[src/rtl/mem_ctlr_if.sv]
// Cache-side and memory-side bus bundle for the memory controller.
// slave is the controller view, master is the cache/memory environment view.
interface mem_ctlr_if #(
    parameter int XLEN = 32
);
    logic [1:0]      dcache2ctlr_command;
    logic [XLEN-1:0] dcache2ctlr_addr;
    logic [63:0]     dcache2ctlr_data;
    logic [1:0]      icache2ctlr_command;
    logic [XLEN-1:0] icache2ctlr_addr;
    logic [3:0]      Ctlr2proc_response;
    logic [63:0]     Ctlr2proc_data;
    logic [3:0]      Ctlr2proc_tag;
    logic [3:0]      Ctlr2icache_response;
    logic [63:0]     Ctlr2icache_data;
    logic [3:0]      Ctlr2icache_tag;
    logic [1:0]      proc2mem_command;
    logic [XLEN-1:0] proc2mem_addr;
    logic [63:0]     proc2mem_data;
    logic [3:0]      mem2proc_response;
    logic [63:0]     mem2proc_data;
    logic [3:0]      mem2proc_tag;

    modport slave (
        input  dcache2ctlr_command, dcache2ctlr_addr, dcache2ctlr_data,
        input  icache2ctlr_command, icache2ctlr_addr,
        input  mem2proc_response, mem2proc_data, mem2proc_tag,
        output Ctlr2proc_response, Ctlr2proc_data, Ctlr2proc_tag,
        output Ctlr2icache_response, Ctlr2icache_data, Ctlr2icache_tag,
        output proc2mem_command, proc2mem_addr, proc2mem_data
    );

    modport master (
        output dcache2ctlr_command, dcache2ctlr_addr, dcache2ctlr_data,
        output icache2ctlr_command, icache2ctlr_addr,
        output mem2proc_response, mem2proc_data, mem2proc_tag,
        input  Ctlr2proc_response, Ctlr2proc_data, Ctlr2proc_tag,
        input  Ctlr2icache_response, Ctlr2icache_data, Ctlr2icache_tag,
        input  proc2mem_command, proc2mem_addr, proc2mem_data
    );
endinterface

[src/rtl/mem_ctlr.sv]
// Arbitrates dcache/icache onto one tagged memory port and routes
// completions back to the issuing cache through a per-tag owner table.
module mem_ctlr #(
    parameter int XLEN                = 32,
    parameter int NUM_TAGS            = 16,
    parameter int ICACHE_STARVE_LIMIT = 4
) (
    input  logic       clock,
    input  logic       reset,
    mem_ctlr_if.slave  bus,
    output logic [4:0] outstanding_cnt,
    output logic       tag_err
);
    localparam logic [1:0] BUS_NONE = 2'd0;
    localparam int SW = $clog2(ICACHE_STARVE_LIMIT + 1);
    localparam logic [SW-1:0] LIMIT = SW'(ICACHE_STARVE_LIMIT);

    logic [NUM_TAGS-1:0] valid_q, valid_d;
    logic [NUM_TAGS-1:0] owner_q, owner_d;
    logic [SW-1:0]       starve_q, starve_d;
    logic [4:0]          cnt_d;

    logic            d_req, i_req, starved;
    logic            gnt_d, gnt_i, acc, hit, dup, inc;
    logic [3:0]      rsp, cpl;
    logic [XLEN-1:0] gnt_addr;

    always_comb begin
        rsp     = bus.mem2proc_response;
        cpl     = bus.mem2proc_tag;
        d_req   = bus.dcache2ctlr_command != BUS_NONE;
        i_req   = bus.icache2ctlr_command != BUS_NONE;
        starved = starve_q == LIMIT;
        gnt_i   = !reset && i_req && (!d_req || starved);
        gnt_d   = !reset && d_req && !gnt_i;
        acc     = (gnt_d || gnt_i) && rsp != 4'd0;
        hit     = !reset && cpl != 4'd0 && valid_q[cpl];
        // A completion retiring the very tag being re-accepted is not a clash
        dup     = acc && valid_q[rsp] && !(hit && cpl == rsp);
        inc     = acc && !dup;
        tag_err = !reset && ((cpl != 4'd0 && !valid_q[cpl]) || dup);
    end

    always_comb begin
        bus.proc2mem_command     = BUS_NONE;
        gnt_addr                 = '0;
        bus.proc2mem_data        = '0;
        bus.Ctlr2proc_response   = '0;
        bus.Ctlr2icache_response = '0;
        unique case (1'b1)
            gnt_d: begin
                bus.proc2mem_command   = bus.dcache2ctlr_command;
                gnt_addr               = bus.dcache2ctlr_addr;
                bus.proc2mem_data      = bus.dcache2ctlr_data;
                bus.Ctlr2proc_response = rsp;
            end
            gnt_i: begin
                bus.proc2mem_command     = bus.icache2ctlr_command;
                gnt_addr                 = bus.icache2ctlr_addr;
                bus.Ctlr2icache_response = rsp;
            end
            default: ;
        endcase
        bus.proc2mem_addr = gnt_addr;
    end

    always_comb begin
        bus.Ctlr2proc_tag    = '0;
        bus.Ctlr2proc_data   = '0;
        bus.Ctlr2icache_tag  = '0;
        bus.Ctlr2icache_data = '0;
        if (hit && owner_q[cpl]) begin
            bus.Ctlr2icache_tag  = cpl;
            bus.Ctlr2icache_data = bus.mem2proc_data;
        end else if (hit) begin
            bus.Ctlr2proc_tag  = cpl;
            bus.Ctlr2proc_data = bus.mem2proc_data;
        end
    end

    always_comb begin
        valid_d  = valid_q;
        owner_d  = owner_q;
        starve_d = starve_q;
        if (hit) valid_d[cpl] = 1'b0;
        if (acc) begin
            valid_d[rsp] = 1'b1;
            owner_d[rsp] = gnt_i;
        end
        cnt_d = outstanding_cnt + 5'(inc) - 5'(hit);
        if (!i_req || (gnt_i && acc)) starve_d = '0;
        else if (!starved)            starve_d = starve_q + 1'b1;
    end

    always_ff @(posedge clock) begin
        if (reset) begin
            valid_q         <= '0;
            owner_q         <= '0;
            starve_q        <= '0;
            outstanding_cnt <= '0;
        end else begin
            valid_q         <= valid_d;
            owner_q         <= owner_d;
            starve_q        <= starve_d;
            outstanding_cnt <= cnt_d;
        end
    end
endmodule

[src/flat_wrapper.sv]
// flat-port wrapper written by rule: the top's interface ports become plain ports
module mem_ctlr_flat 
#(
    parameter int XLEN                = 32,
    parameter int NUM_TAGS            = 16,
    parameter int ICACHE_STARVE_LIMIT = 4
)
  (clock, reset, outstanding_cnt, tag_err, bus_dcache2ctlr_command, bus_dcache2ctlr_addr, bus_dcache2ctlr_data, bus_icache2ctlr_command, bus_icache2ctlr_addr, bus_mem2proc_response, bus_mem2proc_data, bus_mem2proc_tag, bus_Ctlr2proc_response, bus_Ctlr2proc_data, bus_Ctlr2proc_tag, bus_Ctlr2icache_response, bus_Ctlr2icache_data, bus_Ctlr2icache_tag, bus_proc2mem_command, bus_proc2mem_addr, bus_proc2mem_data);
  mem_ctlr_if #(.XLEN(XLEN)) bus_i ();
  input  logic clock;
  input  logic reset;
  output logic [4:0] outstanding_cnt;
  output logic tag_err;
  input wire logic [$bits(bus_i.dcache2ctlr_command)-1:0] bus_dcache2ctlr_command;
  input wire logic [$bits(bus_i.dcache2ctlr_addr)-1:0] bus_dcache2ctlr_addr;
  input wire logic [$bits(bus_i.dcache2ctlr_data)-1:0] bus_dcache2ctlr_data;
  input wire logic [$bits(bus_i.icache2ctlr_command)-1:0] bus_icache2ctlr_command;
  input wire logic [$bits(bus_i.icache2ctlr_addr)-1:0] bus_icache2ctlr_addr;
  input wire logic [$bits(bus_i.mem2proc_response)-1:0] bus_mem2proc_response;
  input wire logic [$bits(bus_i.mem2proc_data)-1:0] bus_mem2proc_data;
  input wire logic [$bits(bus_i.mem2proc_tag)-1:0] bus_mem2proc_tag;
  output wire logic [$bits(bus_i.Ctlr2proc_response)-1:0] bus_Ctlr2proc_response;
  output wire logic [$bits(bus_i.Ctlr2proc_data)-1:0] bus_Ctlr2proc_data;
  output wire logic [$bits(bus_i.Ctlr2proc_tag)-1:0] bus_Ctlr2proc_tag;
  output wire logic [$bits(bus_i.Ctlr2icache_response)-1:0] bus_Ctlr2icache_response;
  output wire logic [$bits(bus_i.Ctlr2icache_data)-1:0] bus_Ctlr2icache_data;
  output wire logic [$bits(bus_i.Ctlr2icache_tag)-1:0] bus_Ctlr2icache_tag;
  output wire logic [$bits(bus_i.proc2mem_command)-1:0] bus_proc2mem_command;
  output wire logic [$bits(bus_i.proc2mem_addr)-1:0] bus_proc2mem_addr;
  output wire logic [$bits(bus_i.proc2mem_data)-1:0] bus_proc2mem_data;
  assign bus_i.dcache2ctlr_command = bus_dcache2ctlr_command;
  assign bus_i.dcache2ctlr_addr = bus_dcache2ctlr_addr;
  assign bus_i.dcache2ctlr_data = bus_dcache2ctlr_data;
  assign bus_i.icache2ctlr_command = bus_icache2ctlr_command;
  assign bus_i.icache2ctlr_addr = bus_icache2ctlr_addr;
  assign bus_i.mem2proc_response = bus_mem2proc_response;
  assign bus_i.mem2proc_data = bus_mem2proc_data;
  assign bus_i.mem2proc_tag = bus_mem2proc_tag;
  assign bus_Ctlr2proc_response = bus_i.Ctlr2proc_response;
  assign bus_Ctlr2proc_data = bus_i.Ctlr2proc_data;
  assign bus_Ctlr2proc_tag = bus_i.Ctlr2proc_tag;
  assign bus_Ctlr2icache_response = bus_i.Ctlr2icache_response;
  assign bus_Ctlr2icache_data = bus_i.Ctlr2icache_data;
  assign bus_Ctlr2icache_tag = bus_i.Ctlr2icache_tag;
  assign bus_proc2mem_command = bus_i.proc2mem_command;
  assign bus_proc2mem_addr = bus_i.proc2mem_addr;
  assign bus_proc2mem_data = bus_i.proc2mem_data;
  mem_ctlr #(.XLEN(XLEN), .NUM_TAGS(NUM_TAGS), .ICACHE_STARVE_LIMIT(ICACHE_STARVE_LIMIT)) u_core (.clock(clock), .reset(reset), .bus(bus_i), .outstanding_cnt(outstanding_cnt), .tag_err(tag_err));
endmodule
[config.mk]
export PLATFORM = sky130hd
export DESIGN_NAME = mem_ctlr_flat
export DESIGN_NICKNAME = d
export VERILOG_FILES = /design/src/rtl/mem_ctlr_if.sv /design/src/rtl/mem_ctlr.sv /design/src/flat_wrapper.sv
export SDC_FILE = /design/constraint.sdc
export NUM_CORES = 1
export LEC_CHECK = 0
export CAP_MARGIN = 20
export CORE_AREA = 2 2 178 180
export DETAILED_ROUTE_END_ITERATION = 7
export DIE_AREA = 0 0 180 182
export REMOVE_ABC_BUFFERS = 1
export SLEW_MARGIN = 25
export SYNTH_ARGS = -nofsm -noshare
export SYNTH_HDL_FRONTEND = slang
export SYNTH_SLANG_ARGS = --single-unit
[constraint.sdc]
create_clock -name clock -period 2.7 [get_ports clock]
set_clock_uncertainty 0.15 [all_clocks]
set_input_delay 0.27 -clock clock [delete_from_list [all_inputs] [get_ports clock]]
set_output_delay 0.27 -clock clock [all_outputs]
set_load 0.02 [all_outputs]
==> results of run 1 <==
layout make-up:
cell class              instances  area share [%]
well taps                     402            4.50
clock inverters                 1          0.0671
clock buffers                   7            1.28
inverters                      11           0.369
repair buffers                580            55.0
multi-input cells             442            31.4
diodes                          5           0.112
flip-flops and latches         40            7.24
critical path: cells and delay by family, from the launching register on:
kind / cells / cell delay, ns
mux: 2 / 0.99
buf+inv: 5 / 0.65
flops: 1 / 0.33
compound gates: 1 / 0.18
simple gates: 1 / 0.15
per-layer routing:
metal | track usage (%) | share of wire [%] | up-vias
met5 | 0 | 0.041 | -
met4 | 4.49 | 3.0 | 2
met3 | 3.39 | 6.7 | 43
met2 | 38.4 | 56 | 349
met1 | 18.6 | 34 | 2860
li1 | - | - | 2905
report_power, final:
group	switching [uW]	total [uW]	internal, uW	leakage [uW]
Clock	251	619	368	0.0000702
Sequential	31.7	659	628	0.000328
Combinational	814	1800	982	0.00457
Total	1100	3080	1980	0.00497
state kept, by name, indices dropped and copies added (netlist names):
register	flops
u_core.owner_q	16
u_core.starve_q	3
u_core.valid_q	16
u_core.outstanding_cnt	5
repair_timing:
item	4_1_cts	5_1_grt
pin swaps	37	19
setup endpoints to repair	241	220
resized for setup	1135	107
hold buffers	0	0
setup buffers	42	11
cloned	22	2
final timing paths:
kind | cells after the start | slack [ns] | start | end
worst max-delay path | 9 | -0.31 | u_core.owner_q[15]$_SDFFE_PP0P_ | bus_Ctlr2icache_data[56]
worst min-delay path | 1 | 0.33 | u_core.valid_q[0]$_SDFF_PP0_ | u_core.valid_q[0]$_SDFF_PP0_
worst max register to register | 13 | -0.18 | u_core.valid_q[13]$_SDFF_PP0_ | u_core.outstanding_cnt[4]$_SDFF_PP0_
worst min register to register | 1 | 0.33 | u_core.valid_q[0]$_SDFF_PP0_ | u_core.valid_q[0]$_SDFF_PP0_
kinds of logic after synthesis:
group / count (synthesis)
compound gates: 90
buf+inv: 58
xor+xnor: 9
fa+ha+maj: 8
simple gates: 309
flops: 40
mux: 26
layout by cell type (no fill, tap or decap), types with 24 or more instances in the layout:
cell | synthesis | layout
clkdlybuf4s50_1 | 0 | 204
buf_6 | 8 | 156
and2_4 | 3 | 134
buf_4 | 1 | 97
and2_1 | 208 | 77
clkbuf_2 | 4 | 33
dfxtp_1 | 40 | 33
nor2_1 | 33 | 32
a22o_1 | 32 | 29
buf_12 | 0 | 28
clkdlybuf4s15_2 | 0 | 24
metrics by stage:
| step | util (%) | TNS (ns) | total power [uW] | hold slack, ns | instance area [um2] |
|---|---|---|---|---|---|
| floorplan | - | -523.73 | 1270 | 0.187 | 3870 |
| global placement | 30.5 | -138.38 | 2190 | 0.293 | 9440 |
| detailed placement | 30.5 | -139.82 | 2200 | 0.321 | 9440 |
| CTS | 36.3 | -25.20 | 3060 | 0.328 | 11300 |
| global route | 36.1 | -30.49 | 3220 | 0.338 | 11200 |
| finish | 36.1 | -22.26 | 3080 | 0.328 | 11200 |
==> results.sh, run 1 <==
export IMPL_status="complete, but fails checks"
export IMPL_violations="negative setup slack"
export IMPL_stdcell_count=1488
export IMPL_synthXorXnorAreaFrac_pct=1.91
export IMPL_dp_hpwl_um=24900
export IMPL_yosys_warnings=0
export IMPL_via_per_inst=4.14
export IMPL_grt_pass1_wl_um=44500
export IMPL_syn_inst=540
export IMPL_synthSimpleGateAreaFrac_pct=44.3
export IMPL_cts_tree="yes"
export IMPL_worstPathRequired_ns=2.28
export IMPL_relSlewSlack_pct=71.5
export IMPL_syn_area_per_cell_um2=7.64
export IMPL_ys_seq_area_share_pct=19.4
export IMPL_drtIter0Drc=266
export IMPL_place_gp_congestion=0.835
export IMPL_dr_total_vias=6159
export IMPL_setup_viol=138
export IMPL_clk_path_buf_depth=2
export IMPL_slowest_delay_ns=0.54
export IMPL_die_w_um=180
export IMPL_endpoint_kind="output port"
export IMPL_synthMuxAreaShare_pct=8.83
export IMPL_yosys_area_top_type_share_pct=31.6
export IMPL_multi_input_area_um2=3510
export IMPL_max_cap_violations=0
export IMPL_first_pass_iters=4
export IMPL_nets=1294
export IMPL_rsz0062_at_grt="yes"
export IMPL_synth_compound_area_share_pct=15.9
export IMPL_die_area_um2=32800
export IMPL_route_detailed_drc=0
export IMPL_worstPathCellList="mux4_2 > mux4_2 > a21boi_4 > buf_12 > buf_12 > buf_16 > buf_6 > and2_4 > buf_6"
export IMPL_synth_top_area_cell="and2_1"
export IMPL_post_route_period_util_pct=112
export IMPL_synth_enable_flop_cells=0
export IMPL_fin_crit_ns=3.01
export IMPL_cts_sinks=40
export IMPL_regArea_um2=810
export IMPL_core_area_um2=31000
export IMPL_wl_um=32000
export IMPL_grt_overflow=0
export IMPL_cts_root_buf="clkbuf_16"
export IMPL_max_freq_mhz=332
export IMPL_cp_start_kind="register"
export IMPL_power_density_nw_per_um2=275
export IMPL_ys_flop_type="dfxtp_1"
export IMPL_cp_max_fo=7
export IMPL_hp_class="register to register"
export IMPL_synth_top_family_by_area="simple AND/OR/NAND/NOR gates"
export IMPL_grt_max_degree=36
export IMPL_drive_gt1_share_pct=51.2
export IMPL_syn_area_um2=4120
export IMPL_critPathSlowestCell="mux4_2"
export IMPL_dp_cells=1412
export IMPL_rows=65
export IMPL_initial_core_util_pct=13.3
export IMPL_ant_nets=0
export IMPL_layout_setup_ws_ns=-0.312
export IMPL_vdd_drop_max_v=0.000321
export IMPL_ctsHtreeMaxLevel=2
export IMPL_clk_latency_ns=0.29
export IMPL_maxSlewViolCount=0
export IMPL_syn2layout_area_growth_pct=171
export IMPL_p_leak_uw=0.00497
export IMPL_synth_cell_types=52
export IMPL_grt_use_total_pct=18.5
export IMPL_grt_pass1_vias=6296
export IMPL_dp_slack_ns=-0.962
export IMPL_synthTopCellsByCount="208 x and2_1, 40 x dfxtp_1, 33 x nor2_1, 32 x a22o_1, 30 x clkbuf_1"
export IMPL_die_y_um=182
export IMPL_antenna_found_initial=9
export IMPL_post_drt_wl_per_cell_um=21.5
export IMPL_hold_viol_final=0
export IMPL_fillCellCount=3106
export IMPL_arrival_ns=2.59
export IMPL_synth_fa_ha_area_share_pct=2.61
export IMPL_ys_ff_latch=40
export IMPL_numCtsBuffers=5
export IMPL_yosysMostFrequentCell="and2_1"
export IMPL_synthTopCellsByArea="and2_1 32%, dfxtp_1 19%, a22o_1 6.8%"
export IMPL_ios=454
export IMPL_clkTransAtPathRegs_ns=0.06
export IMPL_worstSetupPathType="register to output port"
export IMPL_worst_slew_pin_slew_ns=0.427
export IMPL_async_flop_share_pct=0
export IMPL_io_buffers=453
No activity file was read; power rests on OpenSTA's default activity.
==> run 2, diff against run 1 <==
--- a/config.mk
+++ b/config.mk
@@ -6,9 +6,9 @@
 export NUM_CORES = 1
 export LEC_CHECK = 0
 export CAP_MARGIN = 20
-export CORE_AREA = 2 2 178 180
+export CORE_AREA = 2 2 176 178
 export DETAILED_ROUTE_END_ITERATION = 7
-export DIE_AREA = 0 0 180 182
+export DIE_AREA = 0 0 178 180
 export REMOVE_ABC_BUFFERS = 1
 export SLEW_MARGIN = 25
 export SYNTH_ARGS = -nofsm -noshare
==> run 2 against run 1 <==
Net effect: the flow still finishes with violations (negative setup slack); die area is 2.2% lower; routed wire length rose by 0.25%; core utilization up 1.3 points; final area grew 0.93%; critical path type unchanged.
==> results.sh, run 2 (synthesized netlist as in run 1, its figures left out) <==
export IMPL_die_w_um=178
export IMPL_die_area_um2=32000
export IMPL_violations="negative setup slack"
export IMPL_vdd_drop_max_v=0.000203
export IMPL_met3_usage_pct=3.36
export IMPL_nets=1285
export IMPL_hold_slack_ns=0.319
export IMPL_wl_um=32000
export IMPL_numCtsBuffers=5
export IMPL_layout_setup_ws_ns=-0.242
export IMPL_max_cap_violations=0
export IMPL_syn2layout_area_growth_pct=174
export IMPL_final_common_cell="clkdlybuf4s50_1"
export IMPL_core_area_um2=30200
export IMPL_ant_nets=0
export IMPL_relSlewSlack_pct=73.6
export IMPL_layout_common_cells="204 x clkdlybuf4s50_1, 155 x buf_6, 135 x and2_4, 89 x buf_4, 76 x and2_1"
export IMPL_max_freq_mhz=340
export IMPL_clkPwrFrac_pct=24.3
export IMPL_use_met2_pct=37.0
export IMPL_design_area_um2=11300
export IMPL_status="complete, but fails checks"
export IMPL_power_density_nw_per_um2=282
export IMPL_via_per_inst=4.19
export IMPL_grt_use_total_pct=18.1
export IMPL_top_regs="u_core.owner_q: 16 flops, u_core.valid_q: 16 flops, u_core.outstanding_cnt: 5 flops"
export IMPL_arrival_ns=2.52
export IMPL_total_power_uw=3190
export IMPL_antenna_found_initial=6
export IMPL_p_comb_share_pct=55.0
export IMPL_swShare_pct=33.4
export IMPL_worstPathRequired_ns=2.28
export IMPL_grt_overflow=0
export IMPL_dp_cells=1408
export IMPL_worst_slew_pin_slew_ns=0.395
export IMPL_use_met1_pct=18.1
export IMPL_initial_core_util_pct=13.7
export IMPL_hp_class="register to register"
export IMPL_endpoint_kind="output port"
export IMPL_cts_sinks=40
export IMPL_stdcell_count=1470
export IMPL_cts_root_buf="clkbuf_16"
export IMPL_setup_viol=138
export IMPL_p_sw_uw=1060
export IMPL_ctsHtreeMaxLevel=2
export IMPL_p_int_uw=2120
export IMPL_route_detailed_drc=0
export IMPL_drive_gt1_share_pct=46.8
export IMPL_clkTransAtPathRegs_ns=0.06
export IMPL_placed_area_um2=9490
export IMPL_clk_path_buf_depth=2
export IMPL_rsz0062_at_grt="yes"
export IMPL_grt_pass1_wl_um=42400
export IMPL_ios=454
export IMPL_cts_hold_buf=0
export IMPL_hold_viol_final=0
export IMPL_cp_start_kind="register"
export IMPL_io_buffers=453
export IMPL_dp_hpwl_um=25100
export IMPL_top_usage_layer="met2"
export IMPL_p_leak_uw=0.00547
export IMPL_die_y_um=180
export IMPL_post_route_period_util_pct=109
export IMPL_fin_crit_ns=2.94
export IMPL_drtIter0Drc=171
export IMPL_clk_latency_ns=0.29
export IMPL_cp_max_fo=6
export IMPL_grt_pass1_vias=6104
export IMPL_maxSlewViolCount=0
export IMPL_dr_total_vias=6160
export IMPL_worstSetupPathType="register to output port"
export IMPL_fillCellCount=2975
export IMPL_post_drt_wl_per_cell_um=21.8
export IMPL_cts_tree="yes"
export IMPL_first_pass_iters=4
export IMPL_seq_power_share_pct=20.8
export IMPL_place_gp_congestion=0.858
export IMPL_grt_max_degree=77
export IMPL_rows=64
run 2: cell types whose count changed in the layout (fill, tap and decap cells not counted), moves of 4 or more:
| cell | delta |
|---|---|
| buf_4 | -8 |
| dlymetal6s2s_1 | +40 |
| clkbuf_2 | -21 |
| clkdlybuf4s15_1 | +6 |
| dlygate4sd2_1 | -6 |
| buf_12 | -4 |
| clkdlybuf4s15_2 | -14 |
| clkbuf_16 | +5 |
run 2: power by group through the flow:
stage / Clock, uW / Combinational (uW) / Sequential [uW]
after floorplan: 0 / 577 / 695
after global placement: 0 / 1520 / 670
after detailed placement: 0 / 1530 / 671
after CTS: 781 / 1720 / 659
after global routing: 807 / 1860 / 666
final: 773 / 1750 / 661
run 2: critical path, cell delays in order (launching register included):
cell and delay [ns]:
dfxtp_2 0.32, mux4_2 0.47, mux4_2 0.54, a21oi_4 0.16, buf_6 0.15, buf_12 0.12
buf_16 0.12, buf_12 0.10, and2_4 0.14, buf_6 0.11
run 2: per-stage QoR:
step	setup slack [ns]	setup TNS (ns)	util, %
2_1_floorplan	-4.71	-523.73	-
3_3_place_gp	-0.880	-125.21	31.4
3_5_place_dp	-0.910	-131.29	31.4
4_1_cts	-0.360	-39.87	34.7
5_1_grt	-0.307	-24.84	37.4
6_report	-0.242	-17.80	37.4
run 2: worst paths after layout:
| path | startpoint | to | slack (ns) | cells past startpoint |
|---|---|---|---|---|
| worst max register to register | u_core.valid_q[6]$_SDFF_PP0_ | u_core.outstanding_cnt[4]$_SDFF_PP0_ | -0.09 | 13 |
| worst min register to register | u_core.owner_q[1]$_SDFFE_PP0P_ | u_core.owner_q[1]$_SDFFE_PP0P_ | 0.32 | 2 |
| worst min-delay path | u_core.owner_q[1]$_SDFFE_PP0P_ | u_core.owner_q[1]$_SDFFE_PP0P_ | 0.32 | 2 |
| worst max-delay path | u_core.owner_q[15]$_SDFFE_PP0P_ | bus_Ctlr2proc_data[14] | -0.24 | 9 |
run 2: timing repair:
item                                    4_1_cts  5_1_grt
endpoints found under the hold margin         0        0
buffers inserted                             37        7
resized for setup                           855      295
gates cloned                                 13        8
pin swaps                                    34       23
endpoints found under the setup margin      237      241
run 2: layout make-up:
cell class / instances / area [um2] / share of cell area [%]
timing repair buffer: 571 / 6250 / 55.4
multi-input combinational: 442 / 3500 / 31.0
sequential: 40 / 811 / 7.18
tap: 396 / 495 / 4.39
clock buffer: 5 / 125 / 1.11
clock inverter: 2 / 60.1 / 0.532
inverter: 11 / 41.3 / 0.366
antenna: 3 / 7.51 / 0.0665
run 2: metal layers:
layer,vias to the layer above,part of all wire (%),wire (um)
li1,2887,-,-
met1,2880,34,10800
met2,343,56,17900
met3,50,7.0,2230
met4,0,3.4,1100
met5,-,0,0
==> run 3, diff against run 2 <==
--- a/config.mk
+++ b/config.mk
@@ -10,6 +10,7 @@
 export DETAILED_ROUTE_END_ITERATION = 7
 export DIE_AREA = 0 0 178 180
 export REMOVE_ABC_BUFFERS = 1
+export SKIP_CTS_REPAIR_TIMING = 1
 export SLEW_MARGIN = 25
 export SYNTH_ARGS = -nofsm -noshare
 export SYNTH_HDL_FRONTEND = slang
==> run 3 against run 2 <==
Net effect: the run still ends with negative setup slack left; first-iteration DRC count grew 0.58%; combinational power is essentially flat; critical path depth grew 1; largest power group unchanged; clock power is essentially flat; critical path type unchanged; final cell count shrank 0.82%; largest cell class unchanged.
==> results.sh, run 3 (synthesized netlist as in run 1, its figures left out) <==
export IMPL_worstPathCellList="mux2_4 > o21ai_1 > or4b_4 > buf_6 > buf_6 > a21boi_4 > buf_12 > clkbuf_16 > and2_4 > buf_6"
export IMPL_met3_usage_pct=3.00
export IMPL_clk_path_buf_depth=2
export IMPL_grt_overflow=0
export IMPL_multi_input_area_um2=3470
export IMPL_top_usage_layer="met2"
export IMPL_route_detailed_drc=0
export IMPL_worstPathRequired_ns=2.28
export IMPL_drtIter0Drc=172
export IMPL_cp_max_fo=8
export IMPL_ios=454
export IMPL_cp_start_kind="register"
export IMPL_hp_start="u_core.owner_q[1]$_SDFFE_PP0P_"
export IMPL_max_freq_mhz=344
export IMPL_cpMostUsedCell="buf_6"
export IMPL_fillCellCount=3010
export IMPL_max_cap_violations=0
export IMPL_grt_max_degree=77
export IMPL_hold_slack_ns=0.315
export IMPL_worstSetupPathType="register to output port"
export IMPL_post_route_period_util_pct=108
export IMPL_io_buffers=453
export IMPL_holdPathStages=2
export IMPL_setup_viol=138
export IMPL_die_w_um=178
export IMPL_final_common_cell="clkdlybuf4s50_1"
export IMPL_status="complete, but fails checks"
export IMPL_use_met2_pct=33.8
export IMPL_drive_gt1_share_pct=45.9
export IMPL_cp_top_family="buffers and inverters"
export IMPL_die_y_um=180
export IMPL_clkTransAtPathRegs_ns=0.06
export IMPL_regArea_um2=811
export IMPL_via_per_inst=4.21
export IMPL_antenna_found_initial=5
export IMPL_violations="negative setup slack"
export IMPL_dp_hpwl_um=25100
export IMPL_endpoint_kind="output port"
export IMPL_numCtsBuffers=5
export IMPL_initial_core_util_pct=13.7
export IMPL_syn2layout_area_growth_pct=169
export IMPL_reg2reg_slack_ns=-0.15
export IMPL_hp_class="register to register"
export IMPL_dr_total_vias=6137
export IMPL_reg2reg_depth=13
export IMPL_relSlewSlack_pct=73.2
export IMPL_first_pass_iters=4
export IMPL_arrival_ns=2.49
export IMPL_cts_root_buf="clkbuf_16"
export IMPL_dp_slack_ns=-0.910
export IMPL_crit_buf_inv=5
export IMPL_die_area_um2=32000
export IMPL_wl_um=31800
export IMPL_stdcell_count=1458
export IMPL_total_power_uw=3160
export IMPL_nets=1275
export IMPL_post_drt_wl_per_cell_um=21.8
export IMPL_cts_sinks=40
export IMPL_fin_crit_ns=2.91
export IMPL_power_density_nw_per_um2=285
export IMPL_ant_nets=0
export IMPL_grt_pass1_wl_um=38700
export IMPL_clk_latency_ns=0.29
export IMPL_place_gp_congestion=0.858
export IMPL_slowest_delay_ns=0.54
export IMPL_top_regs="u_core.owner_q: 16 flops, u_core.valid_q: 16 flops, u_core.outstanding_cnt: 5 flops"
export IMPL_p_leak_uw=0.00561
export IMPL_grt_use_total_pct=16.5
export IMPL_rsz0062_at_grt="yes"
export IMPL_dp_cells=1408
export IMPL_worst_slew_pin_slew_ns=0.402
export IMPL_rows=64
export IMPL_hold_end="u_core.owner_q[1]$_SDFFE_PP0P_"
export IMPL_vdd_drop_max_v=0.000207
export IMPL_grt_pass1_vias=5706
export IMPL_use_met1_pct=17.1
export IMPL_critPathSlowestCell="or4b_4"
export IMPL_worstReg2RegStart="u_core.valid_q[13]$_SDFF_PP0_"
export IMPL_cts_tree="yes"
export IMPL_worstReg2RegEnd="u_core.outstanding_cnt[4]$_SDFF_PP0_"
export IMPL_layout_setup_ws_ns=-0.210
export IMPL_ctsHtreeMaxLevel=2
export IMPL_layout_common_cells="205 x clkdlybuf4s50_1, 148 x buf_6, 136 x and2_4, 91 x buf_4, 75 x and2_1"
export IMPL_core_area_um2=30200
export IMPL_hold_viol_final=0
export IMPL_maxSlewViolCount=0
run 3: worst register-to-register path, cell delays in order (launching register included):
cell	delay, ns
dfxtp_2	0.34
mux2_4	0.15
o21ai_1	0.07
or4b_4	0.54
a21o_1	0.22
a211oi_2	0.23
ha_2	0.22
inv_2	0.04
fa_2	0.37
inv_2	0.05
a21o_1	0.12
a21oi_2	0.05
xnor2_1	0.13
nor2_1	0.06
run 3: how the worst max path moves through the flow:
stage                                    startpoint                              endpoint  slack [ns]  depth (start not counted)
global placement                bus_mem2proc_tag[0]                 bus_Ctlr2proc_data[6]       -0.88                          8
finish                u_core.valid_q[13]$_SDFF_PP0_               bus_Ctlr2icache_data[5]       -0.21                         10
detailed placement              bus_mem2proc_tag[0]                 bus_Ctlr2proc_data[7]       -0.91                          8
CTS                             bus_mem2proc_tag[0]                 bus_Ctlr2proc_data[7]       -0.91                          8
global route           u_core.valid_q[7]$_SDFF_PP0_  u_core.outstanding_cnt[4]$_SDFF_PP0_       -0.32                         13
floorplan           u_core.starve_q[0]$_SDFFE_PP0P_             bus_Ctlr2proc_response[0]       -4.71                          6
run 3: per-layer routing:
metal	vias up	share of wire, %
met5	-	0
met4	0	3.0
met3	47	6.7
met2	349	56
met1	2882	34
li1	2859	-
run 3: cell type report:
class | instances | share of cell area [%]
clock inverter | 2 | 0.542
clock buffer | 5 | 1.13
antenna | 1 | 0.0226
multi-input combinational | 442 | 31.3
inverter | 11 | 0.372
sequential | 40 | 7.31
tap | 396 | 4.47
timing repair buffer | 561 | 54.8
run 3: stage by stage:
step,instance area [um2],TNS [ns],utilization [%]
floorplan,3870,-523.73,-
global placement,9490,-125.21,31.4
detailed placement,9490,-131.29,31.4
CTS,9670,-134.20,32.0
global route,11100,-30.02,36.7
finish,11100,-21.26,36.7
run 3: power by group:
| part | total (uW) | switching, uW | internal, uW |
|---|---|---|---|
| registers | 661 | 32.9 | 628 |
| clock network | 775 | 250 | 525 |
| logic | 1730 | 777 | 950 |
